### config.mk
export PLATFORM = sky130hd
export DESIGN_NAME = diff_frame_tx
export DESIGN_NICKNAME = d
export VERILOG_FILES = /design/src/rtl/diff_tx_pkg.sv /design/src/rtl/diff_sample_fifo.sv /design/src/rtl/diff_frame_tx.sv
export SDC_FILE = /design/constraint.sdc
export NUM_CORES = 1
export LEC_CHECK = 0
export BUFFER_PORTS_ARGS = -buffer_cell sky130_fd_sc_hd__clkbuf_2
export CORE_MARGIN = 8
export CORE_UTILIZATION = 40
export DETAILED_ROUTE_END_ITERATION = 12
export GPL_TIMING_DRIVEN = 0
export SETUP_SLACK_MARGIN = 0.5
export SLEW_MARGIN = 0
export SYNTH_ARGS = -nofsm -noshare
export SYNTH_HDL_FRONTEND = slang
export SYNTH_HIERARCHICAL = 1
export SYNTH_SLANG_ARGS = --single-unit
### constraint.sdc
create_clock -name clk -period 8.2 [get_ports clk]
set_input_delay 0.41 -clock clk [delete_from_list [all_inputs] [get_ports clk]]
set_output_delay 0.41 -clock clk [all_outputs]
set_load 0.01 [all_outputs]
### src/rtl/diff_tx_pkg.sv
// Shared types and helpers for the difference-sample frame transmitter.
// Sample words are {phase, data[19:0]}; frames are SYNC, SEQ, N x (B0,B1,B2), CSUM.
package diff_tx_pkg;

  typedef enum logic [2:0] {
    IDLE,
    SYNC,
    SEQ,
    SMP,
    CSUM
  } state_t;

  localparam logic [7:0] SYNC_BYTE_DEF   = 8'hA5;
  localparam int         SPF_DEF         = 4;
  localparam int         FRAME_BYTES     = 3 * SPF_DEF + 3;

  // B0 carries the phase flag in bit 7 and the top nibble of the sample.
  function automatic logic [7:0] sample_byte(input logic [1:0] idx, input logic [20:0] word);
    logic [7:0] b;
    case (idx)
      2'd0:    b = {word[20], 3'b000, word[19:16]};
      2'd1:    b = word[15:8];
      default: b = word[7:0];
    endcase
    return b;
  endfunction

endpackage

### src/rtl/diff_sample_fifo.sv
// Synchronous show-ahead FIFO for captured samples; head is valid whenever level is non-zero.
// Push is ignored when full and pop when empty; full is based on the registered level.
module diff_sample_fifo #(
  parameter int WIDTH = 21,
  parameter int DEPTH = 16,
  localparam int AW   = $clog2(DEPTH)
) (
  input  logic             clk,
  input  logic             rst,
  input  logic             push,
  input  logic [WIDTH-1:0] push_data,
  input  logic             pop,
  output logic [WIDTH-1:0] head,
  output logic [AW:0]      level,
  output logic             full
);

  localparam logic [AW:0] FULL_LVL = (AW+1)'(DEPTH);

  logic [WIDTH-1:0] mem [DEPTH];
  logic [AW-1:0]    wr_ptr;
  logic [AW-1:0]    rd_ptr;
  logic             empty;
  logic             do_push;
  logic             do_pop;

  assign full    = (level == FULL_LVL);
  assign empty   = (level == '0);
  assign do_push = push & ~full;
  assign do_pop  = pop & ~empty;
  assign head    = mem[rd_ptr];

  always_ff @(posedge clk) begin
    if (do_push) begin
      mem[wr_ptr] <= push_data;
    end
  end

  always_ff @(posedge clk or posedge rst) begin
    if (rst) begin
      wr_ptr <= '0;
      rd_ptr <= '0;
      level  <= '0;
    end else begin
      if (do_push) begin
        wr_ptr <= wr_ptr + AW'(1);
      end
      if (do_pop) begin
        rd_ptr <= rd_ptr + AW'(1);
      end
      case ({do_push, do_pop})
        2'b10:   level <= level + (AW+1)'(1);
        2'b01:   level <= level - (AW+1)'(1);
        default: level <= level;
      endcase
    end
  end

endmodule

### src/rtl/diff_frame_tx.sv
// Captures difference samples on the falling edge of in_dval, buffers them and streams checksummed byte frames.
// A frame starts one cycle after the FIFO holds a full frame's worth; each byte holds until accepted.
module diff_frame_tx
  import diff_tx_pkg::*;
#(
  parameter int         DATA_W            = 20,
  parameter int         FIFO_DEPTH        = 16,
  parameter int         SAMPLES_PER_FRAME = SPF_DEF,
  parameter logic [7:0] SYNC_BYTE         = SYNC_BYTE_DEF
) (
  input  logic                          clk,
  input  logic                          rst,
  input  logic [DATA_W-1:0]             in_data,
  input  logic                          in_dval,
  input  logic                          in_phase,
  input  logic                          clr_ovf,
  output logic [7:0]                    tx_data,
  output logic                          tx_valid,
  input  logic                          tx_ready,
  output logic                          ovf,
  output logic [$clog2(FIFO_DEPTH):0]   fifo_level,
  output logic [7:0]                    frame_seq
);

  localparam int          LW       = $clog2(FIFO_DEPTH) + 1;
  localparam logic [LW-1:0] FRM_LVL  = LW'(SAMPLES_PER_FRAME);
  localparam logic [3:0]  LAST_SMP = 4'(SAMPLES_PER_FRAME - 1);

  logic              dval_q;
  logic              smp_evt;
  logic              push;
  logic              pop;
  logic              full;
  logic [DATA_W:0]   head;
  state_t            state;
  state_t            state_nxt;
  logic [1:0]        byte_idx;
  logic [3:0]        smp_idx;
  logic [7:0]        csum;

  // dval_q resets low so a low in_dval at reset release is not taken as a sample.
  always_ff @(posedge clk or posedge rst) begin
    if (rst) begin
      dval_q <= 1'b0;
    end else begin
      dval_q <= in_dval;
    end
  end

  assign smp_evt = ~in_dval & dval_q;
  assign push    = smp_evt & ~full;

  // A sample arriving on a full FIFO is lost even if a pop happens the same cycle.
  always_ff @(posedge clk or posedge rst) begin
    if (rst) begin
      ovf <= 1'b0;
    end else if (smp_evt & full) begin
      ovf <= 1'b1;
    end else if (clr_ovf) begin
      ovf <= 1'b0;
    end
  end

  diff_sample_fifo #(
    .WIDTH (DATA_W + 1),
    .DEPTH (FIFO_DEPTH)
  ) u_fifo (
    .clk       (clk),
    .rst       (rst),
    .push      (push),
    .push_data ({in_phase, in_data}),
    .pop       (pop),
    .head      (head),
    .level     (fifo_level),
    .full      (full)
  );

  always_ff @(posedge clk or posedge rst) begin
    if (rst) begin
      state <= IDLE;
    end else begin
      state <= state_nxt;
    end
  end

  always_comb begin
    state_nxt = state;
    tx_valid  = 1'b0;
    tx_data   = 8'h00;
    pop       = 1'b0;
    case (state)
      IDLE: begin
        if (fifo_level >= FRM_LVL) begin
          state_nxt = SYNC;
        end
      end
      SYNC: begin
        tx_valid = 1'b1;
        tx_data  = SYNC_BYTE;
        if (tx_ready) begin
          state_nxt = SEQ;
        end
      end
      SEQ: begin
        tx_valid = 1'b1;
        tx_data  = frame_seq;
        if (tx_ready) begin
          state_nxt = SMP;
        end
      end
      SMP: begin
        tx_valid = 1'b1;
        tx_data  = sample_byte(byte_idx, head);
        if (tx_ready && byte_idx == 2'd2) begin
          pop = 1'b1;
          if (smp_idx == LAST_SMP) begin
            state_nxt = CSUM;
          end
        end
      end
      CSUM: begin
        tx_valid = 1'b1;
        tx_data  = 8'd0 - csum;
        if (tx_ready) begin
          state_nxt = IDLE;
        end
      end
      default: state_nxt = IDLE;
    endcase
  end

  always_ff @(posedge clk or posedge rst) begin
    if (rst) begin
      byte_idx  <= 2'd0;
      smp_idx   <= 4'd0;
      csum      <= 8'd0;
      frame_seq <= 8'd0;
    end else begin
      case (state)
        SYNC: begin
          csum     <= 8'd0;
          byte_idx <= 2'd0;
          smp_idx  <= 4'd0;
        end
        SEQ: begin
          if (tx_ready) begin
            csum <= csum + frame_seq;
          end
        end
        SMP: begin
          if (tx_ready) begin
            csum <= csum + tx_data;
            if (byte_idx == 2'd2) begin
              byte_idx <= 2'd0;
              smp_idx  <= smp_idx + 4'd1;
            end else begin
              byte_idx <= byte_idx + 2'd1;
            end
          end
        end
        CSUM: begin
          if (tx_ready) begin
            frame_seq <= frame_seq + 8'd1;
          end
        end
        default: ;
      endcase
    end
  end

endmodule

Word level (Yosys, flattened, before mapping)
Memories as Yosys holds them, arrays and structs flattened.
Index checks and enable logic that the tools add are counted.
Storage, ports and cells
  register bits after elaboration: 40
  memory bits (writable): 336
  input bits: 26
  output and inout port bits: 23
  logic and storage cells: 88
  memories kept: 1
Cells by class
  add/sub/neg operators: 10
  magnitude comparators: 1
  equal/unequal tests: 18
  mux-type cells: 26
  bitwise gates (word level): 8
  reductions and logical operators: 14
Memories
  u_fifo.mem: depth 16, width 21, rd ports 1, clocked after Yosys merged registers in 0, write ports 1, RTL line diff_sample_fifo.sv:20  | logic [WIDTH-1:0] mem [DEPTH];
Operator list (count)
  8-bit case mux with 4 select lines: 1
  8-bit case mux with 3 select lines: 1
  3-bit two-way mux: 6
  8-bit adder: 2
  8-bit two-way mux: 2
  2-bit inequality test, second input constant: 8
  8-bit case mux with 2 select lines: 1
  3-bit case mux with 5 select lines: 1
  4-bit by 1-bit adder with 4-bit output, second input constant: 3
  5-bit case mux with 2 select lines: 1
  8-bit by 1-bit adder with 8-bit output, second input constant: 1
  4-bit two-way mux: 2
  4-bit case mux with 2 select lines: 1
  1-bit by 8-bit subtractor with 8-bit output, first input constant: 1
  1-bit two-way mux: 7
  3-bit by 2-bit equality test with 1-bit output, second input constant: 2
  3-bit AND reduction: 2
  6-bit AND reduction: 1
  2-bit nonzero test: 3
  5-bit by 1-bit adder with 5-bit output, second input constant: 1
  1-bit bitwise AND: 5
  5-bit equality test, second input constant: 1
  5-bit by 3-bit greater-or-equal comparator with 1-bit output, second input constant: 1
  5-bit logical NOT: 1
  16 further kinds: 22

Longest topological paths before layout
  depth in word-level cells: 7
  mapped depth: 19
  mapped depth without buffers: 16

Modules after synthesis
Netlist, hierarchy kept.
Modules (own cells, without submodules)
  diff_sample_fifo: times used 1, cells an instance 697, area each 13798.2 sq um, seq. area each 10415.0 sq um
  diff_frame_tx: times used 1, cells an instance 240, area each 2119.5 sq um, seq. area each 675.6 sq um

Least setup slack after synthesis
No wires, ideal clock.
  path type: register -> register
  from: reg u_fifo.rd_ptr[0]
  to: reg csum[6]
  library setup time: 0.069 ns
  arrival time: 3.200 ns
  required time: 8.131 ns
  path slack: 4.932 ns
  stages on the path, launching flop included: 18
  cell sequence: dfrtp_1 > buf_8 > buf_6 > mux4_2 > a22oi_1 > nand2_1 > mux2i_1 > nor2_1 > a21oi_1 > o21ai_0 > ha_1 > inv_1 > fa_1 > nor2b_1 > o21ai_0 > a21boi_1 > or4_1 > nand3_1
Between the ends
  longest elaborated chain between the ends: 6
RTL lines
  from (decl): RTL line diff_sample_fifo.sv:22  | logic [AW-1:0] rd_ptr;
  from (signal assigned): RTL line diff_sample_fifo.sv:49  | rd_ptr <= rd_ptr + AW'(1);
  memory read 16 x 21 bit
  net head[8]: RTL line diff_frame_tx.sv:34  | logic [DATA_W:0] head;
  8-bit case mux with 2 select lines: RTL line diff_tx_pkg.sv:20  | case (idx)
  8-bit case mux with 4 select lines: RTL line diff_frame_tx.sv:91  | case (state)
  8-bit adder: RTL line diff_frame_tx.sv:152  | csum <= csum + tx_data;
  8-bit two-way mux: RTL line diff_frame_tx.sv:151  | if (tx_ready) begin
  8-bit case mux with 3 select lines: RTL line diff_frame_tx.sv:139  | case (state)
  to (signal assigned): RTL line diff_frame_tx.sv:147  | csum <= csum + frame_seq;
  to (signal assigned): RTL line diff_frame_tx.sv:152
  to (decl): RTL line diff_frame_tx.sv:39  | logic [7:0] csum;
The timed path passes the listed nets, and every way through them passes these cells. The select of a mux whose other input is x is not followed.
A chain may end at the register's enable or synchronous reset.

Final worst setup path
  from: reg u_fifo.rd_ptr[1]
  to: reg csum[6]
The elaborated chain is that of the path after synthesis.

==> flow_metrics.py <==
metrics = {
    "timing": {
        "skew_ns": 0.0161,
        "max_freq_ghz": 0.221,
        "rsz0062_at_grt": "false",
        "period_needed_ns": 4.52,
        "fin_hold_ws_ns": 0.0658,
        "timing.final.crit_share_pct": 55.2,
        "setup-violations-final": 0,
        "setup_tns_ns": 0,
        "worst-slew-pin-transition_ns": 1.11,
        "hold_viol_final": 0,
        "drv_slew": 0,
        "slew_headroom_pct": 26.2,
    },
    "layout": {
        "nets": 1091,
        "mostFrequentLayoutCells": "edfxtp_1, mux2i_1, nand2_1",
        "final_common_cell": "edfxtp_1",
        "drive_gt1_share_pct": 21.8,
        "num-fill-cells": 3322,
        "area_growth_pct": 16.1,
    },
    "yosys": {
        "synth_async_sr_flop_share_pct": 10.6,
        "synth_top_area_cell": "edfxtp_1",
        "yosysWarningCount": 6,
        "ys_ff_latch": 376,
        "synth.area.top_cells": "edfxtp_1, dfrtp_1, mux4_2",
        "synth-edff-count": 336,
        "synth_nets": 984,
        "yosysSeqAreaShare_pct": 69.7,
        "synthFlopType": "edfxtp_1",
        "synthDistinctLibCells": 64,
        "syn_inst": 937,
        "synth.cell_area_um2": 15900,
        "syn_avg_cell_area_um2": 17.0,
        "synth_top_area_share_pct": 63.4,
    },
    "setup_path": {
        "path_cells": "buf_2, clkbuf_1, mux4_2, a22oi_1, nand2_1, mux2i_1, nor2_1, a21oi_1, o21ai_0, ha_1, inv_1, fa_1, nor2b_1, o21ai_0, a21boi_1, or4_1, nand3_1",
        "startpoint_type": "flop",
        "cpMostUsedCell": "o21ai_0",
        "crit_slowest_cell": "clkbuf_1",
        "critPathKind": "reg -> reg",
        "arrival_ns": 4.99,
        "worstSetupEndpointType": "flop",
        "critPathMaxStageDelay_ns": 0.80,
        "worstPathMaxFanout": 10,
        "required_ns": 8.67,
        "rrSetupSlack_ns": 3.68,
    },
    "global_route": {
        "grtUsageTotal_pct": 15.9,
        "grt_pass1_wl_um": 55900,
        "gr-total-overflow": 0,
        "grt_max_degree": 28,
        "grt_pass1_vias": 8721,
        "antenna_found_initial": 2,
    },
    "place": {
        "dp_hpwl_um": 24800,
        "portBuffers": 47,
        "gp_congestion": 0.806,
    },
    "die": {
        "start_util_pct": 40.2,
        "fp-row-count": 73,
        "dieArea_um2": 46400,
        "io_pins": 49,
        "core_area_um2": 39500,
        "die_w_um": 215,
        "die_h_um": 215,
    },
    "routing": {
        "drt_wl_total_um": 37300,
        "first_pass_iters": 4,
        "drc": 0,
        "vias": 8704,
        "ant_nets": 0,
        "wl_per_cell_um": 23.3,
        "drt_iter0_drc": 647,
        "avgViaCountPerCell": 5.44,
    },
    "cts": {
        "clock_latency_ns": 0.54,
        "cts_buffers": 40,
        "cts.path.max_buffers": 3,
        "cts_tree": "done",
        "root_buffer": "clkbuf_16",
        "post_cts_buffers": 0,
        "cts.reportedPaths.clkPinSlew_ns": 0.06,
        "htreeDepth": 2,
        "post_cts_resized": 0,
        "numClockSinks": 376,
    },
    "power_and_ir_drop": {
        "peakVddDrop_mv": 0.192,
        "finalPower_mw": 6.17,
        "p_per_area_nw_per_um2": 334,
        "power_leakage_nw": 6.50,
    },
    "flow_run": {
        "cap_viol_max_count": 0,
    },
    "run_status": {
        "status": "finished clean",
    },
    "hold_path": {
        "min_path_type": "in -> reg",
    },
}
per-stage QoR:
step                      instance area [um^2]  instances  worst slack (ns)  util (%)
after global placement                   16800       1509              3.13      42.5
after detailed placement                 17200       1525              3.73      43.5
after global routing                     18500       1600              3.42      46.7
after floorplan                          15900        937              4.93         -
final                                    18500       1601              3.68      46.7
after CTS                                18500       1600              3.70      46.7
what timing repair did:
item | CTS | global route
endpoints found under the setup margin | 0 | 0
hold buffers | 2 | 0
hold endpoints to repair | 14 | 0
synthesized netlist by cell type (all sizes together) (19+ instances only):
cell type	n
edfxtp	336
mux2i	93
nand2	59
o21ai	46
a221oi	42
mux4	42
dfrtp	40
buf	31
a22oi	25
nor2	25
inv	24
clkbuf	19
ha	19
path summary, 6_finish.rpt:
kind / from / end / cells past startpoint
worst min register to register: smp_idx[3] / smp_idx[3] / 1
max in group asynchronous: rst / csum[3] / 3
worst max-delay path: u_fifo/rd_ptr[1] / csum[6] / 17
worst max register to register: u_fifo/rd_ptr[1] / csum[6] / 17
worst min-delay path: clr_ovf / ovf / 2
min in group asynchronous: rst / u_fifo/level[4] / 3
worst max-delay path: cells and delay by family (launching register included):
kind	cells	cell delay, ns
buffers and inverters	3	1.12
AO/OA/AOI/OAI	5	0.96
AND/OR/NAND/NOR	5	0.84
multiplexers	2	0.72
adder cells (fa/ha/maj)	2	0.46
flip-flops	1	0.35
state kept, by name (all words and copies together) (netlist names):
register and cells:
u_fifo/level 5, smp_idx 4, state 3, dval_q 1
ovf 1, byte_idx 2, frame_seq 8, csum 8
u_fifo/mem 336, u_fifo/rd_ptr 4, u_fifo/wr_ptr 4
per-layer routing:
metal  routed length (um)  GRT usage, %
met1                16700          21.5
met2                17600          25.8
met3                 2190          3.45
met4                  743          4.33
met5                   13             0
area by class of cell:
cell class	count	area, um^2	share of cell area [%]
diodes	1	2.50	0.0135
plain buffers	50	420	2.28
clock buffers	51	1040	5.64
clock inverters	22	200	1.08
inverters	24	90.1	0.488
multi-input cells	487	4410	23.9
flip-flops and latches	376	11100	60.0
well taps	525	657	3.56
repair buffers	65	566	3.06
cells by family (layout without fill, tap and decap cells):
| logic type | count (synthesis) | in the layout | share of synthesized area (%) |
|---|---|---|---|
| other | 0 | 1 | 0 |
| flip-flops | 376 | 376 | 69.7 |
| XOR/XNOR | 27 | 27 | 1.49 |
| multiplexers | 141 | 141 | 12.2 |
| adder cells (fa/ha/maj) | 21 | 21 | 1.75 |
| AND/OR/NAND/NOR | 136 | 136 | 4.36 |
| buffers and inverters | 74 | 212 | 3.21 |
| AO/OA/AOI/OAI | 162 | 162 | 7.31 |
power breakdown:
part	total, mW	leakage, nW	internal (mW)	switching (mW)
sequential	2.33	3.54	2.24	0.0888
clock	1.72	0.611	0.999	0.724
combinational	2.12	2.35	0.887	1.23
total	6.17	6.50	4.12	2.04
Power figures use the tool's default switching activity.
